--- config.mk ---
export PLATFORM = sky130hd
export DESIGN_NAME = float_accum_flat
export DESIGN_NICKNAME = d
export VERILOG_FILES = /design/src/rtl/float_accum_if.sv /design/src/rtl/float_accum.sv /design/src/flat_wrapper.sv
export SDC_FILE = /design/constraint.sdc
export NUM_CORES = 1
export LEC_CHECK = 0
export CAP_MARGIN = 5
export CORE_MARGIN = 3
export CORE_UTILIZATION = 60
export DETAILED_ROUTE_END_ITERATION = 10
export DONT_BUFFER_PORTS = 1
export PLACE_DENSITY = 0.84
export SYNTH_ARGS = -nofsm -noshare
export SYNTH_HDL_FRONTEND = slang
export SYNTH_SLANG_ARGS = --single-unit
--- constraint.sdc ---
create_clock -name clk -period 6.4 [get_ports clk]
set_input_delay 0.96 -clock clk [delete_from_list [all_inputs] [get_ports clk]]
set_output_delay 0.96 -clock clk [all_outputs]
set_load 0.05 [all_outputs]
--- src/rtl/float_accum_if.sv ---
// Operand/result stream bundle for the mini-float accumulator.
// The master drives operands, clear and out_ready; the slave returns results.
interface float_accum_if #(
    parameter int unsigned CNT_W = 5
);
    localparam int unsigned DATA_W = 8;

    logic              clear;
    logic              in_valid;
    logic              in_ready;
    logic [DATA_W-1:0] in_data;
    logic              in_last;
    logic              out_valid;
    logic              out_ready;
    logic [DATA_W-1:0] out_data;
    logic              out_sat;
    logic [CNT_W-1:0]  out_count;

    modport master (
        output clear, in_valid, in_data, in_last, out_ready,
        input  in_ready, out_valid, out_data, out_sat, out_count
    );

    modport slave (
        input  clear, in_valid, in_data, in_last, out_ready,
        output in_ready, out_valid, out_data, out_sat, out_count
    );
endinterface

--- src/rtl/float_accum.sv ---
// Frame accumulator for unsigned 8-bit mini-floats {E[2:0], M[4:0]}, value M*2^E.
// Folds accepted operands into a running sum and emits one result per frame.
module float_accum #(
    parameter int unsigned MAX_SAMPLES = 16,
    parameter int unsigned CNT_W       = 5
) (
    input  logic          clk,
    input  logic          rst_n,
    float_accum_if.slave  bus
);
    localparam int unsigned DATA_W = 8;

    typedef enum logic [0:0] {ACCUM = 1'b0, DONE = 1'b1} state_t;

    state_t             state_q, state_d;
    logic [DATA_W-1:0]  acc_q, acc_d;
    logic [CNT_W-1:0]   cnt_q, cnt_d;
    logic               sat_q, sat_d;
    logic [DATA_W-1:0]  odata_q, odata_d;
    logic [CNT_W-1:0]   ocnt_q, ocnt_d;
    logic               osat_q, osat_d;

    logic [DATA_W:0]    fsum;
    logic [CNT_W-1:0]   cnt_inc;
    logic               frame_end;

    // Returns {saturation_event, sum}: align the smaller exponent, add, renormalise once.
    function automatic logic [DATA_W:0] fadd(input logic [DATA_W-1:0] a,
                                             input logic [DATA_W-1:0] b);
        logic [2:0] e_big, e_sml, d;
        logic [4:0] m_big, m_sml;
        logic [5:0] s;
        logic [DATA_W:0] r;
        if (a[7:5] >= b[7:5]) begin
            e_big = a[7:5]; m_big = a[4:0];
            e_sml = b[7:5]; m_sml = b[4:0];
        end else begin
            e_big = b[7:5]; m_big = b[4:0];
            e_sml = a[7:5]; m_sml = a[4:0];
        end
        d = e_big - e_sml;
        s = {1'b0, m_big} + {1'b0, m_sml >> d};
        if (!s[5])
            r = {1'b0, e_big, s[4:0]};
        else if (e_big != 3'd7)
            r = {1'b0, e_big + 3'd1, s[5:1]};
        else
            r = {1'b1, 8'hFF};
        return r;
    endfunction

    assign fsum      = fadd(acc_q, bus.in_data);
    assign cnt_inc   = cnt_q + CNT_W'(1);
    assign frame_end = bus.in_last | (cnt_inc == CNT_W'(MAX_SAMPLES));

    assign bus.in_ready  = (state_q == ACCUM) & ~bus.clear;
    assign bus.out_valid = (state_q == DONE);
    assign bus.out_data  = odata_q;
    assign bus.out_sat   = osat_q;
    assign bus.out_count = ocnt_q;

    // Next-state and datapath updates; clear overrides both states.
    always_comb begin
        state_d = state_q;
        acc_d   = acc_q;
        cnt_d   = cnt_q;
        sat_d   = sat_q;
        odata_d = odata_q;
        ocnt_d  = ocnt_q;
        osat_d  = osat_q;

        if (bus.clear) begin
            state_d = ACCUM;
            acc_d   = '0;
            cnt_d   = '0;
            sat_d   = 1'b0;
        end else begin
            case (state_q)
                ACCUM: begin
                    if (bus.in_valid) begin
                        acc_d = fsum[DATA_W-1:0];
                        cnt_d = cnt_inc;
                        sat_d = sat_q | fsum[DATA_W];
                        if (frame_end) begin
                            state_d = DONE;
                            odata_d = fsum[DATA_W-1:0];
                            ocnt_d  = cnt_inc;
                            osat_d  = sat_q | fsum[DATA_W];
                        end
                    end
                end
                DONE: begin
                    if (bus.out_ready) begin
                        state_d = ACCUM;
                        acc_d   = '0;
                        cnt_d   = '0;
                        sat_d   = 1'b0;
                    end
                end
                default: state_d = ACCUM;
            endcase
        end
    end

    always_ff @(posedge clk or negedge rst_n) begin
        if (!rst_n) begin
            state_q <= ACCUM;
            acc_q   <= '0;
            cnt_q   <= '0;
            sat_q   <= 1'b0;
            odata_q <= '0;
            ocnt_q  <= '0;
            osat_q  <= 1'b0;
        end else begin
            state_q <= state_d;
            acc_q   <= acc_d;
            cnt_q   <= cnt_d;
            sat_q   <= sat_d;
            odata_q <= odata_d;
            ocnt_q  <= ocnt_d;
            osat_q  <= osat_d;
        end
    end
endmodule

--- src/flat_wrapper.sv ---
// flat-port wrapper written by rule: the top's interface ports become plain ports
module float_accum_flat 
#(
    parameter int unsigned MAX_SAMPLES = 16,
    parameter int unsigned CNT_W       = 5
)
  (clk, rst_n, bus_clear, bus_in_valid, bus_in_data, bus_in_last, bus_out_ready, bus_in_ready, bus_out_valid, bus_out_data, bus_out_sat, bus_out_count);
  float_accum_if #(.CNT_W(CNT_W)) bus_i ();
  input  logic clk;
  input  logic rst_n;
  input wire logic [$bits(bus_i.clear)-1:0] bus_clear;
  input wire logic [$bits(bus_i.in_valid)-1:0] bus_in_valid;
  input wire logic [$bits(bus_i.in_data)-1:0] bus_in_data;
  input wire logic [$bits(bus_i.in_last)-1:0] bus_in_last;
  input wire logic [$bits(bus_i.out_ready)-1:0] bus_out_ready;
  output wire logic [$bits(bus_i.in_ready)-1:0] bus_in_ready;
  output wire logic [$bits(bus_i.out_valid)-1:0] bus_out_valid;
  output wire logic [$bits(bus_i.out_data)-1:0] bus_out_data;
  output wire logic [$bits(bus_i.out_sat)-1:0] bus_out_sat;
  output wire logic [$bits(bus_i.out_count)-1:0] bus_out_count;
  assign bus_i.clear = bus_clear;
  assign bus_i.in_valid = bus_in_valid;
  assign bus_i.in_data = bus_in_data;
  assign bus_i.in_last = bus_in_last;
  assign bus_i.out_ready = bus_out_ready;
  assign bus_in_ready = bus_i.in_ready;
  assign bus_out_valid = bus_i.out_valid;
  assign bus_out_data = bus_i.out_data;
  assign bus_out_sat = bus_i.out_sat;
  assign bus_out_count = bus_i.out_count;
  float_accum #(.MAX_SAMPLES(MAX_SAMPLES), .CNT_W(CNT_W)) u_core (.clk(clk), .rst_n(rst_n), .bus(bus_i));
endmodule
; ---- Word-level counts from Yosys, hierarchy flattened
; Index checks and enable logic that the tools add are counted.
[word_totals]
regBits = 29
wordCells = 47
[classes]
n_addsub = 4
order_cmp = 1
eq_ne = 4
n_shift = 1
muxes = 23
bitwise = 5
reduce_logical = 2
[op_table]
columns = cell, n
row1 = $mux W5, 5
row2 = $mux W8, 3
row3 = $mux W9, 2
row4 = $pmux W8 S2, 1
row5 = $pmux W5 S2, 1
row6 = $ne A3 B3 Y1 const B, 3
row7 = $mux W1, 7
row8 = $add A5 B5 Y6, 1
row9 = $mux W3, 2
row10 = $add A5 B1 Y5 const B, 1
row11 = $eq A5 B5 Y1 const B, 1
row12 = $shr A5 B3 Y5, 1
row13 = $pmux W1 S2, 2
row14 = $reduce_and A4 Y1, 1
row15 = $add A3 B1 Y3 const B, 1
row16 = $ge A3 B3 Y1, 1
row17 = $sub A3 B3 Y3, 1
row18 = $not A1 Y1, 2
row19 = $or A1 B1 Y1, 2
row20 = $reduce_and A2 Y1, 1
row21 = $and A1 B1 Y1, 1

; ---- Depth between registers and ports, before layout
[logic_depth]
depth_word = 11
mapped_depth = 23
ltp_nobuf = 21

; ---- Least setup slack after synthesis
; Ideal clock, no wire load.
[synth_timing]
path_kind = input port to flip-flop
start = input bus_in_data[7]
end = register u_core.odata_q[3] (netlist: u_core.bus.out_data[3])
arrival_ps = 4591
t_required_ps = 6275
setup_slack_ps = 1685
cell_stages = 20
cell_sequence = inv_1 -> ha_1 -> buf_6 -> a21o_1 -> a31o_1 -> buf_6 -> nor3_1 -> a21oi_1 -> ha_1 -> o41ai_2 -> mux2i_1 -> o21ai_1 -> ha_1 -> fa_1 -> a21o_1 -> a21oi_1 -> xnor2_1 -> a21oi_1 -> o21ai_1 -> mux2_2
[synth_between]
elab_chain_cells = 7
word_cells_on_any_way = 11
cone_classes = add/sub: 2 / order compare: 1 / eq/ne: 1 / shift: 1 / mux: 6
[synth_lines]
columns = element, line_no
row1 = from (decl), flat_wrapper.sv:13  ; input wire logic [$bits(bus_i.in_data)-1:0] bus_in_data;
row2 = $ge A3 B3 Y1, float_accum.sv:34  ; if (a[7:5] >= b[7:5]) begin
row3 = $mux W3, float_accum.sv:34
row4 = $sub A3 B3 Y3, float_accum.sv:41  ; d = e_big - e_sml;
row5 = $shr A5 B3 Y5, float_accum.sv:42  ; s = {1'b0, m_big} + {1'b0, m_sml >> d};
row6 = $add A5 B5 Y6, float_accum.sv:42
row7 = $mux W9, float_accum.sv:45  ; else if (e_big != 3'd7)
row8 = $mux W9 (*), float_accum.sv:43  ; if (!s[5])
row9 = to (signal assigned), float_accum.sv:119  ; odata_q <= odata_d;
row10 = to (decl), float_accum.sv:19  ; logic [DATA_W-1:0] odata_q, odata_d;
; Every way passes the cells marked *; elsewhere a longest branch is shown, timed or not.
; A chain may end at the register's enable or synchronous reset.

; ---- Worst setup path in the final report
; Same ends and word-level chain as after synthesis.

==> impl_metrics.yaml <==
run_status:
  status: "completed"
synthesis:
  synth_common_cells: "dfrtp_1, nand2_1, o21ai_0"
  async_flop_share_pct: 100
  synth_seq_cells: 29
  synth_edf_count: 0
  ys_top_cells_by_area: "dfrtp_1, ha_1, mux2i_1, nand2_1, mux2_2"
  synth_top_area_share_pct: 36.9
  yosys_most_used_dff: "dfrtp_1"
  synthCells: 196
  synth_top_area_cell: "dfrtp_1"
  netlist_area_um2: 1970
  yosysWarnings: 0
  synth.yosys.seq_area_share_pct: 36.9
  ys_types: 43
  yosysMostFrequentCell: "dfrtp_1"
  synth_nets: 223
  synth_area_per_cell_um2: 10.0
clocking:
  clk_path_buf_depth: 2
  ctsHoldBuffers: 0
  clkSlewWorstSetupHoldPaths_ns: 0.09
  post_cts_buffers: 0
  cts_made_buffers: 5
  cts_sinks: 29
  cts_tree: "yes"
  cts_resized: 0
  clock_latency_ns: 0.33
  htreeDepth: 2
  root_buffer: "clkbuf_4"
power_and_ir_drop:
  clockPowerShare_pct: 18.6
  power_mw: 0.677
  peakVddDrop_v: 0.000207
  switching_power_mw: 0.303
  power_frac_comb_pct: 31.4
  power_density_nw_per_um2: 331
  pwr-share-seq_pct: 50.0
  leakagePower_nw: 0.983
  swShare_pct: 44.7
  p_int_mw: 0.374
sta:
  report.final.slew_viol_count: 0
  clock.fmax_mhz: 212
  hold_viol: 0
  fin_tns_setup_ns: 0
  finalSetupViolations: 0
  slew_headroom_pct: 26.6
  fin_crit_sh_pct: 73.6
  min_period_ns: 4.71
  clock_skew_ns: 0.00709
  hold_ws_ns: 0.310
  grt_setup_unrepaired: "false"
  tightest_slew_ns: 1.10
setup_path:
  worst-setup-path-type: "in -> reg"
  crit_start: "bus_in_data[7]"
  end_kind: "flip-flop"
  reg2reg_slack_ns: 1.86
  cp_data_arrival_time_ns: 4.93
  worstPathMaxFanout: 10
  r2r-start: "u_core.acc_q[5]"
  cp-start-kind: "input pin"
  required_ns: 6.62
flow_run:
  cap_violations: 0
grt:
  antenna_found_initial: 0
  met3_usage_pct: 6.24
  grt_pass1_wl_um: 7260
  grt-busiest-layer: "met2"
  grt_util_met1_pct: 29.0
  grt_pass1_vias: 1571
  overflow: 0
  met2_usage_pct: 36.5
  grt_usage_pct: 23.1
  grt_max_degree: 30
route:
  vias_per_cell: 6.12
  drt-total-wl_um: 4050
  drtPass1Iterations: 4
  ant_nets: 0
  vias: 1475
  wl_per_cell_um: 16.8
  drt_iter0_drc: 83
  drc_errors: 0
place:
  place_hpwl_um: 3100
  numPortBuffers: 0
  gp_congestion: 0.904
worst_hold_path:
  min_path_type: "in -> async"
finish:
  area_growth_pct: 3.88
  drive_gt1_share_pct: 13.2
  final_net_count: 223
  n_antenna_cell: 0
die:
  design.die.area_um2: 4000
  io_pins: 30
  core_um2: 3080
  die_w_um: 63.3
  initial_utilization_pct: 63.9
  die_y_um: 63.3
  fp-row-count: 20
registers in the layout, summed over array words and instances, names as in the netlist:
register and count:
u_core.bus.out_data 8, u_core.bus.out_sat 1, u_core.bus.out_count 5, u_core.acc_q 8, u_core.cnt_q 5, u_core.bus.out_valid 1
u_core.sat_q 1
worst max-delay path: stages:
cell and delay (ns):
inv_1 0.02, ha_1 0.39, a21o_1 0.23, a31o_1 0.34
nor3_1 0.19, a21oi_1 0.06, ha_1 0.22, nor3b_1 0.21
o21ai_0 0.15, o21a_1 0.14, o41ai_2 0.10, mux2i_1 0.25
o21ai_1 0.08, ha_1 0.24, fa_1 0.40, a21o_1 0.17
a21oi_1 0.17, xnor2_1 0.11, a21oi_1 0.13, o21ai_1 0.08
mux2_2 0.27
logic make-up after synthesis:
group                    after synthesis  share of synthesized area, %
AO/OA/AOI/OAI                         57                          21.4
AND/OR/NAND/NOR                       52                          12.5
flip-flops                            29                          36.9
multiplexers                          22                          13.2
buffers and inverters                 16                          4.20
adder cells (fa/ha/maj)               13                          8.65
XOR/XNOR                               7                          3.12
per-stage QoR:
| stage | setup WS, ns | instance area [um^2] | cells | util, % |
|---|---|---|---|---|
| 6_report | 1.69 | 2040 | 241 | 66.4 |
| 3_5_place_dp | 1.38 | 1970 | 233 | 64.1 |
| 2_1_floorplan | 1.68 | 1970 | 196 | - |
| 4_1_cts | 1.73 | 2040 | 241 | 66.4 |
| 5_1_grt | 1.42 | 2040 | 241 | 66.4 |
| 3_3_place_gp | 1.53 | 1970 | 233 | 64.1 |
final timing paths:
path	end	cells after the start
worst max-delay path	u_core.bus.out_data[3]	21
worst max register to register	u_core.bus.out_data[3]	21
worst min-delay path	u_core.bus.out_data[7]	0
min in group clk	u_core.sat_q	2
worst min register to register	u_core.sat_q	2
max in group asynchronous	u_core.acc_q[6]	0
layout by cell type, fill, tap and decap left out, types with 3 or more instances in the layout:
master	count
a21o_1	4
a21oi_1	10
nand3_1	3
nand2_1	27
inv_1	9
nor2_1	9
ha_1	12
mux2i_1	11
o21ai_0	13
a22o_1	8
xor2_1	3
xnor2_1	4
o21ai_1	4
clkbuf_4	5
dfrtp_1	29
nor3b_1	6
mux2_2	7
power groups by stage:
| stage | sequential, mW | clock, mW | combinational, mW |
|---|---|---|---|
| finish | 0.338 | 0.126 | 0.212 |
| global route | 0.342 | 0.138 | 0.238 |
| CTS | 0.338 | 0.130 | 0.212 |
| detailed placement | 0.342 | 0 | 0.210 |
| global placement | 0.340 | 0 | 0.199 |
| floorplan | 0.332 | 0 | 0.180 |
routing by layer:
| layer | share of wire (%) | up-vias |
|---|---|---|
| met2 | 46 | 40 |
| met4 | 3.7 | 0 |
| met1 | 44 | 705 |
| li1 | - | 714 |
| met3 | 6.1 | 16 |
| met5 | 0 | - |
final cells by class:
class,count,area (um^2)
clock buffer,7,65.1
clock inverter,1,5.00
fill,265,1030
inverter,9,33.8
multi-input combinational,151,1160
sequential,29,726
tap,44,55.1
No activity file was read; power rests on OpenSTA's default activity.
